===== src/rtl/cpu_pkg.sv =====
// Shared definitions for the program loader: state encoding, default sizes and
// the little-endian byte shift used by the word assembler.
package cpu_pkg;

    localparam int unsigned ADDR_W_DEF  = 8;
    localparam int unsigned TIMEOUT_DEF = 1023;

    typedef enum logic [1:0] {
        StIdle = 2'd0,
        StLoad = 2'd1,
        StDone = 2'd2,
        StErr  = 2'd3
    } ld_state_e;

    // New byte enters at the top so the first byte ends up in bits 7:0.
    function automatic logic [31:0] le_shift(input logic [31:0] w, input logic [7:0] b);
        return {b, w[31:8]};
    endfunction

endpackage


===== src/rtl/word_assembler.sv =====
// Collects four bytes into a 32-bit word, little-endian; flags the cycle in
// which the fourth byte is accepted and presents the completed word then.
module word_assembler
    import cpu_pkg::*;
(
    input  logic        clk,
    input  logic        rst_n,
    input  logic        clr,
    input  logic        xfer,
    input  logic [7:0]  in_byte,
    output logic [31:0] word,
    output logic        word_done
);

    logic [31:0] sh_q, sh_d;
    logic [1:0]  idx_q, idx_d;

    always_comb begin
        sh_d  = sh_q;
        idx_d = idx_q;
        if (clr) begin
            sh_d  = '0;
            idx_d = '0;
        end else if (xfer) begin
            sh_d  = le_shift(sh_q, in_byte);
            idx_d = idx_q + 2'd1;
        end
    end

    assign word      = le_shift(sh_q, in_byte);
    assign word_done = xfer && !clr && (idx_q == 2'd3);

    always_ff @(posedge clk or negedge rst_n) begin
        if (!rst_n) begin
            sh_q  <= '0;
            idx_q <= '0;
        end else begin
            sh_q  <= sh_d;
            idx_q <= idx_d;
        end
    end

endmodule


===== src/rtl/prog_loader.sv =====
// Loads a program from a host byte stream into CPU instruction memory and
// enables the CPU once the requested number of words has been written.
module prog_loader
    import cpu_pkg::*;
#(
    parameter int unsigned ADDR_W  = ADDR_W_DEF,
    parameter int unsigned TIMEOUT = TIMEOUT_DEF
) (
    input  logic              clk,
    input  logic              rst_n,
    input  logic              start,
    input  logic [ADDR_W-1:0] len,
    input  logic [7:0]        in_byte,
    input  logic              in_valid,
    output logic              in_ready,
    output logic              we_IM,
    output logic [31:0]       codein,
    output logic [ADDR_W-1:0] im_addr,
    output logic              en,
    output logic              busy,
    output logic              err
);

    localparam int unsigned TW = (TIMEOUT > 1) ? $clog2(TIMEOUT + 1) : 1;
    localparam logic [TW-1:0] TMO_LAST = TW'(TIMEOUT - 1);

    ld_state_e         state_q, state_d;
    logic [ADDR_W-1:0] len_q, len_d;
    logic [ADDR_W-1:0] waddr_q, waddr_d;
    logic [TW-1:0]     tmo_q, tmo_d;
    logic              in_ready_q, in_ready_d;
    logic              we_q, we_d;
    logic [31:0]       codein_q, codein_d;
    logic [ADDR_W-1:0] im_addr_q, im_addr_d;
    logic              en_q, en_d;
    logic              busy_q, busy_d;
    logic              err_q, err_d;

    logic        xfer;
    logic        asm_clr;
    logic [31:0] asm_word;
    logic        asm_done;

    // in_ready_q is high exactly while in LOAD, so it gates the handshake.
    assign xfer    = in_valid && in_ready_q;
    assign asm_clr = (state_q != StLoad);

    word_assembler u_asm (
        .clk       (clk),
        .rst_n     (rst_n),
        .clr       (asm_clr),
        .xfer      (xfer),
        .in_byte   (in_byte),
        .word      (asm_word),
        .word_done (asm_done)
    );

    always_comb begin
        state_d   = state_q;
        len_d     = len_q;
        waddr_d   = waddr_q;
        tmo_d     = tmo_q;
        we_d      = 1'b0;
        codein_d  = codein_q;
        im_addr_d = im_addr_q;

        unique case (state_q)
            StLoad: begin
                if (asm_done) begin
                    we_d      = 1'b1;
                    codein_d  = asm_word;
                    im_addr_d = waddr_q;
                    waddr_d   = waddr_q + 1'b1;
                    tmo_d     = '0;
                    if (waddr_q == len_q - 1'b1) begin
                        state_d = StDone;
                    end
                end else if (xfer) begin
                    tmo_d = '0;
                end else if (tmo_q == TMO_LAST) begin
                    state_d = StErr;
                end else begin
                    tmo_d = tmo_q + 1'b1;
                end
            end
            StIdle, StDone, StErr: begin
                if (start) begin
                    len_d   = len;
                    waddr_d = '0;
                    tmo_d   = '0;
                    state_d = (len != '0) ? StLoad : StDone;
                end
            end
            default: state_d = StIdle;
        endcase

        in_ready_d = (state_d == StLoad);
        busy_d     = (state_d == StLoad);
        err_d      = (state_d == StErr);
        // Held in DONE; an accepted start drops it for at least one cycle.
        en_d       = (state_q == StDone) && (state_d == StDone) && !start;
    end

    always_ff @(posedge clk or negedge rst_n) begin
        if (!rst_n) begin
            state_q    <= StIdle;
            len_q      <= '0;
            waddr_q    <= '0;
            tmo_q      <= '0;
            in_ready_q <= 1'b0;
            we_q       <= 1'b0;
            codein_q   <= '0;
            im_addr_q  <= '0;
            en_q       <= 1'b0;
            busy_q     <= 1'b0;
            err_q      <= 1'b0;
        end else begin
            state_q    <= state_d;
            len_q      <= len_d;
            waddr_q    <= waddr_d;
            tmo_q      <= tmo_d;
            in_ready_q <= in_ready_d;
            we_q       <= we_d;
            codein_q   <= codein_d;
            im_addr_q  <= im_addr_d;
            en_q       <= en_d;
            busy_q     <= busy_d;
            err_q      <= err_d;
        end
    end

    assign in_ready = in_ready_q;
    assign we_IM    = we_q;
    assign codein   = codein_q;
    assign im_addr  = im_addr_q;
    assign en       = en_q;
    assign busy     = busy_q;
    assign err      = err_q;

endmodule

===== config.mk =====
export PLATFORM = sky130hd
export DESIGN_NAME = prog_loader
export DESIGN_NICKNAME = d
export VERILOG_FILES = /design/src/rtl/cpu_pkg.sv /design/src/rtl/word_assembler.sv /design/src/rtl/prog_loader.sv
export SDC_FILE = /design/constraint.sdc
export NUM_CORES = 1
export LEC_CHECK = 0
export BUFFER_PORTS_ARGS = -buffer_cell sky130_fd_sc_hd__buf_2
export CELL_PAD_IN_SITES_DETAIL_PLACEMENT = 0
export CELL_PAD_IN_SITES_GLOBAL_PLACEMENT = 1
export CORE_MARGIN = 2
export CORE_UTILIZATION = 47
export CTS_CLUSTER_SIZE = 28
export DETAILED_ROUTE_END_ITERATION = 6
export HOLD_SLACK_MARGIN = 0.15
export PLACE_DENSITY_LB_ADDON = 0.1
export SYNTH_ARGS = -nofsm -noshare
export SYNTH_HDL_FRONTEND = slang
export SYNTH_HIERARCHICAL = 1
export SYNTH_SLANG_ARGS = --single-unit
export TNS_END_PERCENT = 100

===== constraint.sdc =====
create_clock -name clk -period 5 [get_ports clk]
set_input_delay 1.25 -clock clk [delete_from_list [all_inputs] [get_ports clk]]
set_output_delay 1.25 -clock clk [all_outputs]
set_load 0.03 [all_outputs]

==> flow_metrics.py <==
metrics = {
    "floorplanning": {
        "io-pin-count": 65,
        "die-area_sq_um": 10030,
        "floorplan.initialDensity_pct": 47.72,
        "floorplan.rows": 35,
        "die-height_um": 100.2,
        "floorplan.core_area_sq_um": 9109,
        "die_w_um": 100.2,
    },
    "sta": {
        "final_period_minus_worst_setup_slack_ns": 3.204,
        "setup_skew_ns": 0.01050,
        "timing_hold_violations_final": 0,
        "period_share_pct": 64.08,
        "drv_slew": 0,
        "grt_setup_unrepaired": "no",
        "final.setup.tns_ns": 0,
        "worstMarginPinSlew_ns": 0.8976,
        "maxSlewHeadroom_pct": 40.10,
        "max_clock_freq_mhz": 312.1,
        "setup_violations": 0,
    },
    "route": {
        "route.antenna.remaining_nets": 0,
        "drt-pass1-iter-count": 4,
        "drc_errors": 0,
        "post_route_wl_um": 8736,
        "wl_per_cell_um": 14.14,
        "route.detailed.vias_per_inst": 5.002,
        "routed-via-count": 3091,
        "drt-initial-drc-count": 140,
    },
    "cells_and_area": {
        "final-instance-count-excl-fill": 618,
        "n_antenna_cell": 0,
        "syn2layout_area_growth_pct": 12.69,
        "post_route_cells_drive_above_1_share_pct": 17.75,
        "sequential_cell_area_sq_um": 2452,
        "fill_cells": 854,
        "multiInputGateArea_sq_um": 1694,
        "design.final.nets": 527,
    },
    "setup_path": {
        "worstPathArrival_ns": 3.47,
        "critical_path.endpoint_type": "flip-flop",
        "endpoint_of_the_worst_slack_reg_to_reg_timing_path": "tmo_q[4]$_DFFE_PN0P_",
        "regToRegStartpoint": "state_q[0]$_DFF_PN0_",
        "timing.critical_path.from_type": "input pin",
        "worstPathMaxFanout": 27,
        "ff2ff_setup_slack_ns": 1.87,
        "crit_required_ns": 5.26,
        "r2r.worst_path.cells": 8,
        "timing_worst_setup_path_type": "in -> reg",
    },
    "global_routing": {
        "grt-ovfl-total": 0,
        "first_pass_grt_wire_length_um": 14950,
        "grtUsageTotal_pct": 18.65,
        "grt_antenna_before_repair": 0,
        "via_count_of_the_first_global_routing_pass": 2985,
        "grt_max_degree": 73,
    },
    "power": {
        "relative_contribution_of_the_clock_network_to_total_power_pct": 19.6,
        "power.density_cell_area_nw_per_um2": 632.8,
        "power.combinational.fraction_pct": 38.5,
        "peakVddDrop_mv": 0.2329,
        "fin_total_pwr_mw": 3.100,
        "p_sw_mw": 1.283,
        "leak_pwr_nw": 2.589,
        "swShare_pct": 41.39,
        "seq_power_share_pct": 41.8,
        "power.internal_mw": 1.817,
    },
    "yosys": {
        "yosys_register_bits": 98,
        "postSynthNetCount": 475,
        "simple_gate_area_share_of_the_yosys_netlist_pct": 22.60,
        "netlist_area_sq_um": 4347,
        "async_flop_share_pct": 100.0,
        "synth.yosys.seq_area_share_pct": 56.42,
        "post_synth_fa_ha_maj_area_fraction_pct": 1.439,
        "synth_enable_flop_cells": 0,
        "synth_top_family_by_area": "simple AND/OR/NAND/NOR gates",
        "synth.yosys.warnings": 6,
        "synthesis.area_per_instance_sq_um": 9.659,
        "compound_gate_fraction_of_synth_area_pct": 4.980,
        "yosys_most_used_dff": "dfrtp_1",
        "yosysUniqueCellTypes": 42,
        "synth_cells": 450,
        "synth_xor_area_share_pct": 4.203,
        "synth.mux.area_fraction_pct": 5.757,
    },
    "min_path": {
        "hold_path_end": "codein[24]$_DFFE_PN0P_",
        "min_path_cells": 2,
        "hold_path.class": "reg -> reg",
        "min-delay-start": "codein[24]$_DFFE_PN0P_",
    },
    "clock_network": {
        "cts-hold-fix-buffers": 0,
        "cts_root_buf": "clkbuf_8",
        "cts_sinks": 98,
        "cts_h_tree_depth": 3,
        "clk_pin_slew_worst_paths_ns": 0.09,
        "cts_inserted_buffers": 9,
        "post_cts_resized": 0,
        "post_cts.repair.setup_buffers": 0,
        "worstSkewPairLatency_ns": 0.36,
        "clock_tree_buffer_depth": 2,
        "cts_tree": "done",
    },
    "placed_design": {
        "gpl.final_weighted_congestion": 0.7761,
        "placed_wire_length_estimate_um": 5855,
        "dp.cells": 602,
        "place.port_buffers": 64,
    },
    "run_status": {
        "status": "completed",
    },
    "job": {
        "timing.max_cap.violations": 0,
    },
}
## worst max-delay path, stage by stage
cell and delay, ns:
buf_2 0.11, and2_1 0.14, buf_4 0.27, nand2_1 0.11
nor2_1 0.06, a21oi_1 0.30, nand4bb_1 0.23, a21oi_1 0.67
o21ai_0 0.22, o31ai_1 0.10
## power by group through the flow
stage               combinational, mW  clock, mW  sequential (mW)
floorplan                       0.704          0             1.51
global placement                 1.19          0             1.31
detailed placement               1.21          0             1.31
CTS                              1.21      0.624             1.30
global route                     1.34      0.664             1.34
finish                           1.19      0.609             1.30
## placed cells by master (no fill, tap or decap), drive strengths merged, types with 3 or more instances in the layout
master  Yosys  routed
and3        5       5
xnor2       9       9
nand2     159     159
clkbuf      8      10
a21oi       4       4
inv         5       6
nor2b       3       3
nand4       4       4
buf        19      68
xor2       11      11
mux2i      25      25
nand3      10      10
o21ai      14      14
nor2       41      41
and2        3       3
bufinv      0       3
ha          5       5
o31ai       6       6
dfrtp      98      98
## through the flow
step	worst slack (ns)	utilization [%]	cell area [sq um]	hold WS, ns
floorplan	2.180	-	4347	0.4380
detailed placement	1.433	51.13	4657	0.4570
CTS	1.791	53.78	4898	0.4774
global route	1.392	53.78	4898	0.4987
global placement	1.509	51.13	4657	0.4553
finish	1.796	53.78	4898	0.4728
## metal layers
metal  track usage, %  up-vias  share of wire (%)
li1                 -     1555                  -
met1            28.67     1469                 54
met2            26.38       59                 41
met3            4.526        8                4.4
met4            5.058        0               0.93
met5                0        -                  0
## cells in the mapped netlist, types with 2 or more instances
library cell | count | area share (%)
o21ai_0 | 13 | 1.5
xor2_1 | 11 | 2.2
dfrtp_1 | 98 | 56
o41ai_1 | 2 | 0.40
o31ai_1 | 6 | 1.0
ha_1 | 5 | 1.4
buf_1 | 2 | 0.17
nor3b_1 | 2 | 0.35
mux2i_1 | 25 | 5.8
nor2_1 | 40 | 3.5
buf_2 | 5 | 0.58
nand3_1 | 10 | 1.2
nor2b_1 | 3 | 0.43
and2_1 | 3 | 0.43
xnor2_1 | 8 | 1.6
and3_1 | 5 | 0.72
nand2_1 | 159 | 14
inv_1 | 4 | 0.35
buf_12 | 2 | 0.92
buf_4 | 9 | 1.6
nor4_1 | 2 | 0.29
o21a_1 | 2 | 0.35
a21oi_1 | 4 | 0.46
nand4_1 | 4 | 0.58
a31oi_1 | 2 | 0.29
clkbuf_1 | 8 | 0.69
## logic make-up after synthesis
group / Yosys count
simple gates: 236
flops: 98
compound gates: 34
buf+inv: 32
mux: 25
xor+xnor: 20
fa+ha+maj: 5
## cell type report
cell class | count | area share, %
clock buffers | 10 | 2.605
multi-input cells | 320 | 34.58
well taps | 111 | 2.835
flip-flops and latches | 98 | 50.06
inverters | 5 | 0.3831
clock inverters | 6 | 2.324
repair buffers | 68 | 7.203
## sequential cells by signal, indices dropped and copies added, names as in the netlist
name	flops
tmo_q	10
len_q	8
en	1
codein	32
im_addr	8
we_IM	1
waddr_q	8
err	1
u_asm/sh_q	24
state_q	2
busy	1
u_asm/idx_q	2
## how the worst max path moves through the flow
stage / from / endpoint / slack [ns] / cells past startpoint
3_5_place_dp: in_valid / waddr_q[3]$_DFFE_PN0P_ / 1.43 / 12
5_1_grt: state_q[0]$_DFF_PN0_ / tmo_q[8]$_DFFE_PN0P_ / 1.39 / 8
6_report: in_valid / tmo_q[4]$_DFFE_PN0P_ / 1.80 / 10
4_1_cts: in_valid / tmo_q[4]$_DFFE_PN0P_ / 1.79 / 10
2_1_floorplan: in_valid / tmo_q[9]$_DFFE_PN0P_ / 2.18 / 11
3_3_place_gp: in_valid / tmo_q[9]$_DFFE_PN0P_ / 1.51 / 10
(Power assumes the default switching activity.)
